## config.mk

```make
export PLATFORM = sky130hd
export DESIGN_NAME = nibble_serial_cla_adder
export DESIGN_NICKNAME = d
export VERILOG_FILES = /design/src/rtl/nibble_serial_cla_adder.sv
export SDC_FILE = /design/constraint.sdc
export NUM_CORES = 1
export LEC_CHECK = 0
export ABC_AREA = 1
export CAP_MARGIN = 15
export CORE_MARGIN = 1
export CORE_UTILIZATION = 56
export CTS_CLUSTER_SIZE = 24
export DETAILED_ROUTE_END_ITERATION = 8
export PLACE_DENSITY = 0.85
export RECOVER_POWER = 100
export SETUP_SLACK_MARGIN = 0.1
export SLEW_MARGIN = 20
export SYNTH_ARGS = -nofsm -noshare
export SYNTH_HDL_FRONTEND = slang
export SYNTH_SLANG_ARGS = --single-unit
```

## constraint.sdc

```tcl
create_clock -name clk -period 3.55 [get_ports clk]
set_input_delay 0.5325 -clock clk [delete_from_list [all_inputs] [get_ports clk]]
set_output_delay 0.5325 -clock clk [all_outputs]
set_load 0.01 [all_outputs]
```

## src/rtl/nibble_serial_cla_adder.sv

```systemverilog
// Word-serial adder built around one 4-bit carry-lookahead slice.
// Adds one nibble per clock, so a WIDTH-bit add takes WIDTH/4 cycles.
module nibble_serial_cla_adder #(
    parameter int WIDTH = 16
) (
    input  logic             clk,
    input  logic             rst,
    input  logic             start,
    input  logic [WIDTH-1:0] a,
    input  logic [WIDTH-1:0] b,
    input  logic             cin,
    output logic             busy,
    output logic             done,
    output logic [WIDTH-1:0] sum,
    output logic             cout,
    output logic             ovf
);

    localparam int NIB = WIDTH / 4;
    localparam int KW  = (NIB > 1) ? $clog2(NIB) : 1;

    typedef enum logic {
        IDLE,
        RUN
    } state_t;

    state_t            state;
    logic [WIDTH-1:0]  ra;
    logic [WIDTH-1:0]  rb;
    logic [WIDTH-5:0]  acc;
    logic              cr;
    logic [KW-1:0]     k;

    logic [3:0]        g;
    logic [3:0]        p;
    logic [3:0]        c;
    logic [3:0]        pn;
    logic [WIDTH-1:0]  acc_sh;

    // Lookahead on the low nibble of the shifting operands.
    always_comb begin
        g = ra[3:0] & rb[3:0];
        p = ra[3:0] ^ rb[3:0];
        c[0] = g[0] | (p[0] & cr);
        c[1] = g[1] | (p[1] & g[0]) | (p[1] & p[0] & cr);
        c[2] = g[2] | (p[2] & g[1]) | (p[2] & p[1] & g[0])
             | (p[2] & p[1] & p[0] & cr);
        c[3] = g[3] | (p[3] & g[2]) | (p[3] & p[2] & g[1])
             | (p[3] & p[2] & p[1] & g[0])
             | (p[3] & p[2] & p[1] & p[0] & cr);
        pn = p ^ {c[2:0], cr};
        // New nibble enters at the top; after NIB steps nibble 0 is at the bottom.
        acc_sh = {pn, acc};
    end

    // Control FSM, operand shifters, accumulator and registered results.
    always_ff @(posedge clk or posedge rst) begin
        if (rst) begin
            state <= IDLE;
            busy  <= 1'b0;
            done  <= 1'b0;
            sum   <= '0;
            cout  <= 1'b0;
            ovf   <= 1'b0;
            ra    <= '0;
            rb    <= '0;
            acc   <= '0;
            cr    <= 1'b0;
            k     <= '0;
        end else begin
            done <= 1'b0;
            case (state)
                IDLE: begin
                    if (start) begin
                        ra    <= a;
                        rb    <= b;
                        cr    <= cin;
                        k     <= '0;
                        busy  <= 1'b1;
                        state <= RUN;
                    end
                end
                RUN: begin
                    ra  <= ra >> 4;
                    rb  <= rb >> 4;
                    acc <= acc_sh[WIDTH-1:4];
                    cr  <= c[3];
                    k   <= k + KW'(1);
                    if (k == KW'(NIB - 1)) begin
                        sum   <= acc_sh;
                        cout  <= c[3];
                        ovf   <= c[3] ^ c[2];
                        done  <= 1'b1;
                        busy  <= 1'b0;
                        k     <= '0;
                        state <= IDLE;
                    end
                end
            endcase
        end
    end

endmodule

```

# --- Word level (Yosys, flattened, before mapping) ---
# Cells that the tools add are included.
word_totals:
  wordCells: 65
  out_inout_bits: 20
  input_bits: 36
  reg_bits: 68
classes:
  n_bitwise: 31
  n_eq_ne: 3
  add_sub_neg: 1
  n_mux: 17
  reduce_logical: 2
ops:
  columns: ["operator", "count"]
  rows:
  - ["$pmux W16 S2", 2]
  - ["$mux W16", 2]
  - ["$and A1 B1 Y1", 16]
  - ["$or A1 B1 Y1", 10]
  - ["$xor A4 B4 Y4", 2]
  - ["$mux W1", 7]
  - ["$pmux W1 S2", 3]
  - ["$and A4 B4 Y4", 1]
  - ["$mux W2", 2]
  - ["$pmux W2 S2", 1]
  - ["$reduce_and A2 Y1", 2]
  - ["$add A2 B1 Y2 const B", 1]
  - ["$eq A2 B2 Y1 const B", 1]
  - ["$ne A2 B1 Y1 const B", 1]
  - ["$ne A2 B2 Y1 const B", 1]
  - ["$not A1 Y1", 1]
  - ["$xor A1 B1 Y1", 1]

# --- Logic depth before layout (Yosys ltp) ---
# Gate-level depths: netlist of the first run.
logic_depth:
  depth_word: 7
  mapped_depth: 9
  depth_no_buf: 8

# --- Worst setup path after synthesis of the first run ---
# No wires, ideal clock.
synth_timing:
  path_kind: "register to register"
  start: "reg ra[1]"
  end: "reg acc[10]"
  setup_time_ps: 121
  required_ps: 3429
  slack_ps: 2172
  arrival_ps: 1257
  period_less_slack_ps: 1378
  n_path_buf: 0
  path_stages_with_launch: 6
  cell_sequence: "dfrtp_1 > ha_1 > or2_4 > a21o_1 > nand3_1 > o21ai_1"
synth_between:
  elab_chain_len: 5
  word_cells_on_any_way: 8
  classes_between: "bitwise (8)"
synth_lines:
  columns: ["item", "line_no", "source"]
  rows:
  - ["from (decl)", "28", "logic [WIDTH-1:0] ra;"]
  - ["from (signal assigned)", "84", "ra <= ra >> 4;"]
  - ["$xor A4 B4 Y4", "43", "p = ra[3:0] ^ rb[3:0];"]
  - ["$and A1 B1 Y1", "45", "c[1] = g[1] | (p[1] & g[0]) | (p[1] & p[0] & cr);"]
  - ["$or A1 B1 Y1 / $and A1 B1 Y1 (equally long branches)", "45", null]
  - ["$or A1 B1 Y1 *", "45", null]
  - ["$xor A4 B4 Y4 *", "51", "pn = p ^ {c[2:0], cr};"]
  - ["to (signal assigned)", "86", "acc <= acc_sh[WIDTH-1:4];"]
  - ["to (decl)", "30", "logic [WIDTH-5:0] acc;"]
# Every way passes the cells marked *; elsewhere a longest branch is shown, timed or not.
# A chain may end at the register's enable or synchronous reset.

# --- Final worst setup path of the first run ---
layout_timing:
  start: "reg state"
  end: "reg rb[10]"
layout_between:
  elab_chain_len: 2
  word_cells_on_any_way: 3
  classes_between: "eq/ne (1); mux (1); bitwise (1)"
layout_lines:
  columns: ["item", "line_no", "source"]
  rows:
  - ["from (decl)", "27", "state_t state;"]
  - ["from (signal assigned)", "59", "state <= IDLE;"]
  - ["from (signal assigned)", "80", "state <= RUN;"]
  - ["from (signal assigned)", "96", "state <= IDLE;"]
  - ["$not A1 Y1", null, null]
  - ["$pmux W16 S2 / $ne A2 B2 Y1 (equally long branches)", null, null]
  - ["to (signal assigned)", "85", "rb <= rb >> 4;"]
  - ["to (decl)", "29", "logic [WIDTH-1:0] rb;"]
# Several ways; a longest one is shown, not always the timed one.

==> impl_metrics.ini, run 1 <==
[placed_design]
dp_hpwl_um = 3900
port_buffers = 55
place.gp.congestion = 0.860
dp.cells = 430
pre_cts_ws_ps = 1590

[sta]
min_period_ps = 2350
clock.fmax_mhz = 426
final_max_slew_viol_count = 0
worstMarginPinSlew_ps = 1170
relSlewSlack_pct = 21.7
clock_skew_ps = 4.28
finalCritPeriodShare_pct = 66.1
rsz0062_at_grt = false
tns_ps = 0
whs_ps = 477
setup_viol = 0
setup_ws_ps = 1200
hold_viol = 0

[logic_synthesis]
synthTopCellsByArea = dfrtp_1 (57%), nand2_1 (14%), o21ai_0 (3.9%)
yosysWarningCount = 0
synth_edf_count = 0
yosys.area.top_type = dfrtp_1
synth_cell_types = 29
ys.flop_type = dfrtp_1
synth-seq-cells = 68
postSynthCellCount = 317
async_flop_share_pct = 100
yosysSeqAreaShare_pct = 57.2
synth_area_sq_um = 2980
yosys.area.top_type_share_pct = 57.2
synth_fp_nets = 359
ys_top_cells_by_count = nand2_1 (112), dfrtp_1 (68), inv_1 (29)
yosysMostFrequentCell = nand2_1
avgSynthCellArea_sq_um = 9.39

[critical_path]
cp-end-kind = flip-flop
crit_arrival_ps = 2530
slowest_stage = clkbuf_1
cp-start-kind = flip-flop
path_max_fanout = 23
crit_path_max_incr_delay_ps = 920
setup.worst_path.class = flip-flop to flip-flop
path_cells = clkbuf_1, nor2_8, inv_2, o221ai_1
required_ps = 3730

[global_routing]
grt_max_degree = 35
antenna_found_initial = 0
grt_pass1_vias = 2173
grt_usage_pct = 23.1
gr-total-overflow = 0
grt_pass1_wl_um = 9380

[final_layout]
synthToLayoutAreaGrowth_pct = 23.2
final_nets = 413
drive_above_1_share_pct = 5.07
finalNonFillerCells = 445
n_antenna_cell = 0

[route]
num_vias = 2267
wl_per_cell_um = 12.6
highest_layer = met4
wl_met2_um = 2820
viasPerCell = 5.09
totalWireLength_um = 5590
wl_met3_um = 225
detail_route.first_pass.iterations = 4
ant_nets = 0
drc = 0
first_iter_violations = 151
wl_met1_um = 2440

[die]
dieArea_sq_um = 5610
initial_core_util_pct = 58.3
coreArea_sq_um = 5110
io_pins = 56
die_h_um = 74.9
core.rowCount = 26
die_w_um = 74.9

[clock_network]
cts_tree = done
post_cts_resized = 0
h-tree-depth = 3
root_buffer = clkbuf_8
clock_tree.buffer_depth = 2
cts-buffers-inserted = 9
cts_sinks = 68
path_clk_slew_ps = 60
insertion_delay_ps = 330
ctsHoldBuffers = 0
cts_setup_buffers = 0

[pwr]
vdd_drop_max_mv = 0.316
powerDensity_nw_per_um2 = 778
total_power_mw = 2.85
p_leak_nw = 1.77

[run_status]
status = finished clean

[hold_path]
min_path_type = flip-flop to flip-flop

[job]
maxCapViolations = 0
path summary, 6_finish.rpt:
| check | cells past startpoint | endpoint | slack (ps) | from |
|---|---|---|---|---|
| setup / recovery | 4 | rb[10] | 1200 | state |
| min in group asynchronous | 2 | ra[7] | 730 | rst |
| max in group asynchronous | 3 | acc[4] | 1390 | rst |
| hold / removal | 2 | sum[3] | 480 | sum[3] |
| setup reg to reg | 4 | rb[10] | 1200 | state |
| hold reg to reg | 2 | sum[3] | 480 | sum[3] |
layout by cell type (no fill, tap or decap), drive strengths merged, types with 2 or more instances in the layout:
cell           netlist  final
clkinv               1      2
nor2                 9      9
dfrtp               68     68
o211ai              11     11
o21ai               31     31
nand2              113    113
ha                   5      5
clkbuf               1     15
a22oi                6      6
o221ai               4      4
nand3               15     15
clkdlybuf4s50        0     34
inv                 32     32
dlygate4sd3          0     21
power breakdown:
part | switching (mW) | internal (mW) | leakage [nW]
registers | 0.159 | 1.07 | 0.888
clock network | 0.260 | 0.340 | 0.0935
logic | 0.599 | 0.426 | 0.792
total | 1.02 | 1.83 | 1.77
critical path, delay by kind of cell (launching register included):
kind	cells	cell delay (ps)
simple gates	1	190
flops	1	650
buf+inv	2	1200
compound gates	1	140
layer usage:
metal / track usage, % / vias to the layer above
met2: 39.6 / 69
met1: 26.9 / 1056
met4: 14.3 / 0
met3: 4.02 / 10
li1: - / 1132
met5: 0 / -
area by class of cell:
cell class	instances	area, sq um
inverters	33	124
clock buffers	13	149
flip-flops and latches	68	1700
well taps	70	87.6
fillers	415	1440
multi-input cells	201	1000
clock inverters	2	35.0
repair buffers	58	566
flip-flops by register name (all words and copies together) (netlist names), 2 cells and up:
register and flops:
k 2, rb 16, sum 16, acc 12, ra 16
cell families (layout without fill, tap and decap cells):
family          after synthesis  count (layout)  synth area share [%]
simple gates                139             139                  19.2
flops                        68              68                  57.2
compound gates               55              55                  12.8
buf+inv                      48             106                  7.73
fa+ha+maj                     6               6                  2.77
xor+xnor                      1               1                 0.294
through the flow:
step / area [sq um] / util (%)
floorplan: 2980 / -
global placement: 3530 / 69.1
detailed placement: 3530 / 69.1
CTS: 3710 / 72.7
global route: 3670 / 71.8
finish: 3670 / 71.8
Note: power is estimated with default switching activity, not from simulation.
==> inputs of run 2 (changes only) <==
- CORE_UTILIZATION: 56 -> 47
- PLACE_DENSITY: 0.85 -> 0.76
- clock period: 3.55 -> 1.9 ns (I/O delays scaled with it)
==> run 2 against run 1 <==
  * Final cell count rose by 2.2%
  * Die area up 19%
  * Hold slack got worse by 7.4 ps
  * Critical path type is now flip-flop to primary output
==> impl_metrics.ini, run 2 (synthesized netlist as in run 1, its figures left out) <==
[pwr]
powerDensity_nw_per_um2 = 1420
vdd_drop_max_mv = 0.654
p_leak_nw = 1.79
total_power_mw = 5.27

[clock_network]
cts_sinks = 68
cts-buffers-inserted = 9
h-tree-depth = 3
root_buffer = clkbuf_8
path_clk_slew_ps = 60
cts_setup_buffers = 0
cts_tree = done
insertion_delay_ps = 340
ctsHoldBuffers = 0
clock_tree.buffer_depth = 2
post_cts_resized = 0

[critical_path]
crit_arrival_ps = 1340
cp-start-kind = flip-flop
crit_path_max_incr_delay_ps = 610
r2r-start = k[0]
timing.rr.end = sum[15]
r2r_cells = 5
required_ps = 1620
slowest_stage = dlygate4sd3_1
path_max_fanout = 2
reg2reg_slack_ps = 280
path_buf_inv = 1
path_cells = dlygate4sd3_1
setup.worst_path.class = flip-flop to primary output
path_delay_family = buffers and inverters
cp-end-kind = primary output

[sta]
setup_viol = 0
finalCritPeriodShare_pct = 85.5
min_period_ps = 1630
whs_ps = 470
clock_skew_ps = 4.17
relSlewSlack_pct = 40.7
tns_ps = 0
rsz0062_at_grt = false
clock.fmax_mhz = 615
worstMarginPinSlew_ps = 890
final_max_slew_viol_count = 0
hold_viol = 0

[final_layout]
layout_commonest_cell = nand2_1
final_cell_mix = nand2_1 (113), dfrtp_1 (68), clkdlybuf4s50_1 (34)
drive_above_1_share_pct = 6.84
reg_top3 = ra (16), rb (16), sum (16)
n_antenna_cell = 0
synthToLayoutAreaGrowth_pct = 24.4
final_nets = 418

[global_routing]
grt_pass1_vias = 2173
grt_usage_pct = 19.7
antenna_found_initial = 0
gr-total-overflow = 0
grt_max_degree = 69
grt_pass1_wl_um = 9650

[die]
die_h_um = 81.6
initial_core_util_pct = 49.4
die_w_um = 81.6
coreArea_sq_um = 6030
io_pins = 56
core.rowCount = 28
dieArea_sq_um = 6660

[route]
totalWireLength_um = 5570
num_vias = 2262
viasPerCell = 4.97
detail_route.first_pass.iterations = 4
drc = 0
ant_nets = 0
wl_per_cell_um = 12.2
first_iter_violations = 72

[placed_design]
dp_hpwl_um = 3890
port_buffers = 55
place.gp.congestion = 0.768

[hold_path]
hold_start = sum[9]
whs_endpoint = sum[9]
holdPathStages = 2
min_path_type = flip-flop to flip-flop

[job]
maxCapViolations = 0

[run_status]
status = finished clean
run 2: through the flow:
stage               setup WS (ps)  util (%)  std cells  instance area, sq um
floorplan                     522         -        317                  2980
global placement              357      59.8        440                  3600
detailed placement            311      59.8        440                  3600
CTS                           344      62.6        455                  3770
global route                  146      61.5        455                  3700
finish                        275      61.5        455                  3700
run 2: how the worst max path moves through the flow:
stage,from,end,slack [ps],depth (start not counted)
final,sum[13],sum[13],270,1
after CTS,sum[13],sum[13],340,1
after floorplan,ra[1],acc[10],520,5
after global routing,k[0],sum[15],150,5
after global placement,start,ra[9],360,4
after detailed placement,start,ra[6],310,4
run 2: cell type report:
class | instances | area (sq um)
well taps | 75 | 93.8
clock buffers | 13 | 159
flip-flops and latches | 68 | 1700
fillers | 556 | 2320
multi-input cells | 201 | 1000
inverters | 33 | 128
repair buffers | 63 | 608
clock inverters | 2 | 10.0
run 2: per-layer routing:
layer | GRT usage [%] | share of wire, % | up-vias
li1 | - | - | 1142
met1 | 25.5 | 48 | 1058
met2 | 30.2 | 47 | 57
met3 | 5.89 | 4.3 | 5
met4 | 9.82 | 1.2 | 0
met5 | 0 | 0 | -
run 2: where the power goes:
part,switching [mW],internal (mW),leakage (nW)
Sequential,0.285,1.99,0.888
Combinational,1.12,0.836,0.813
Clock,0.496,0.534,0.0893
Total,1.90,3.36,1.79
==> inputs of run 3 (changes only) <==
- CAP_MARGIN: 15 -> 20
==> results of run 3 <==
The final DEF is identical to that of run 2; final timing and power are the same.
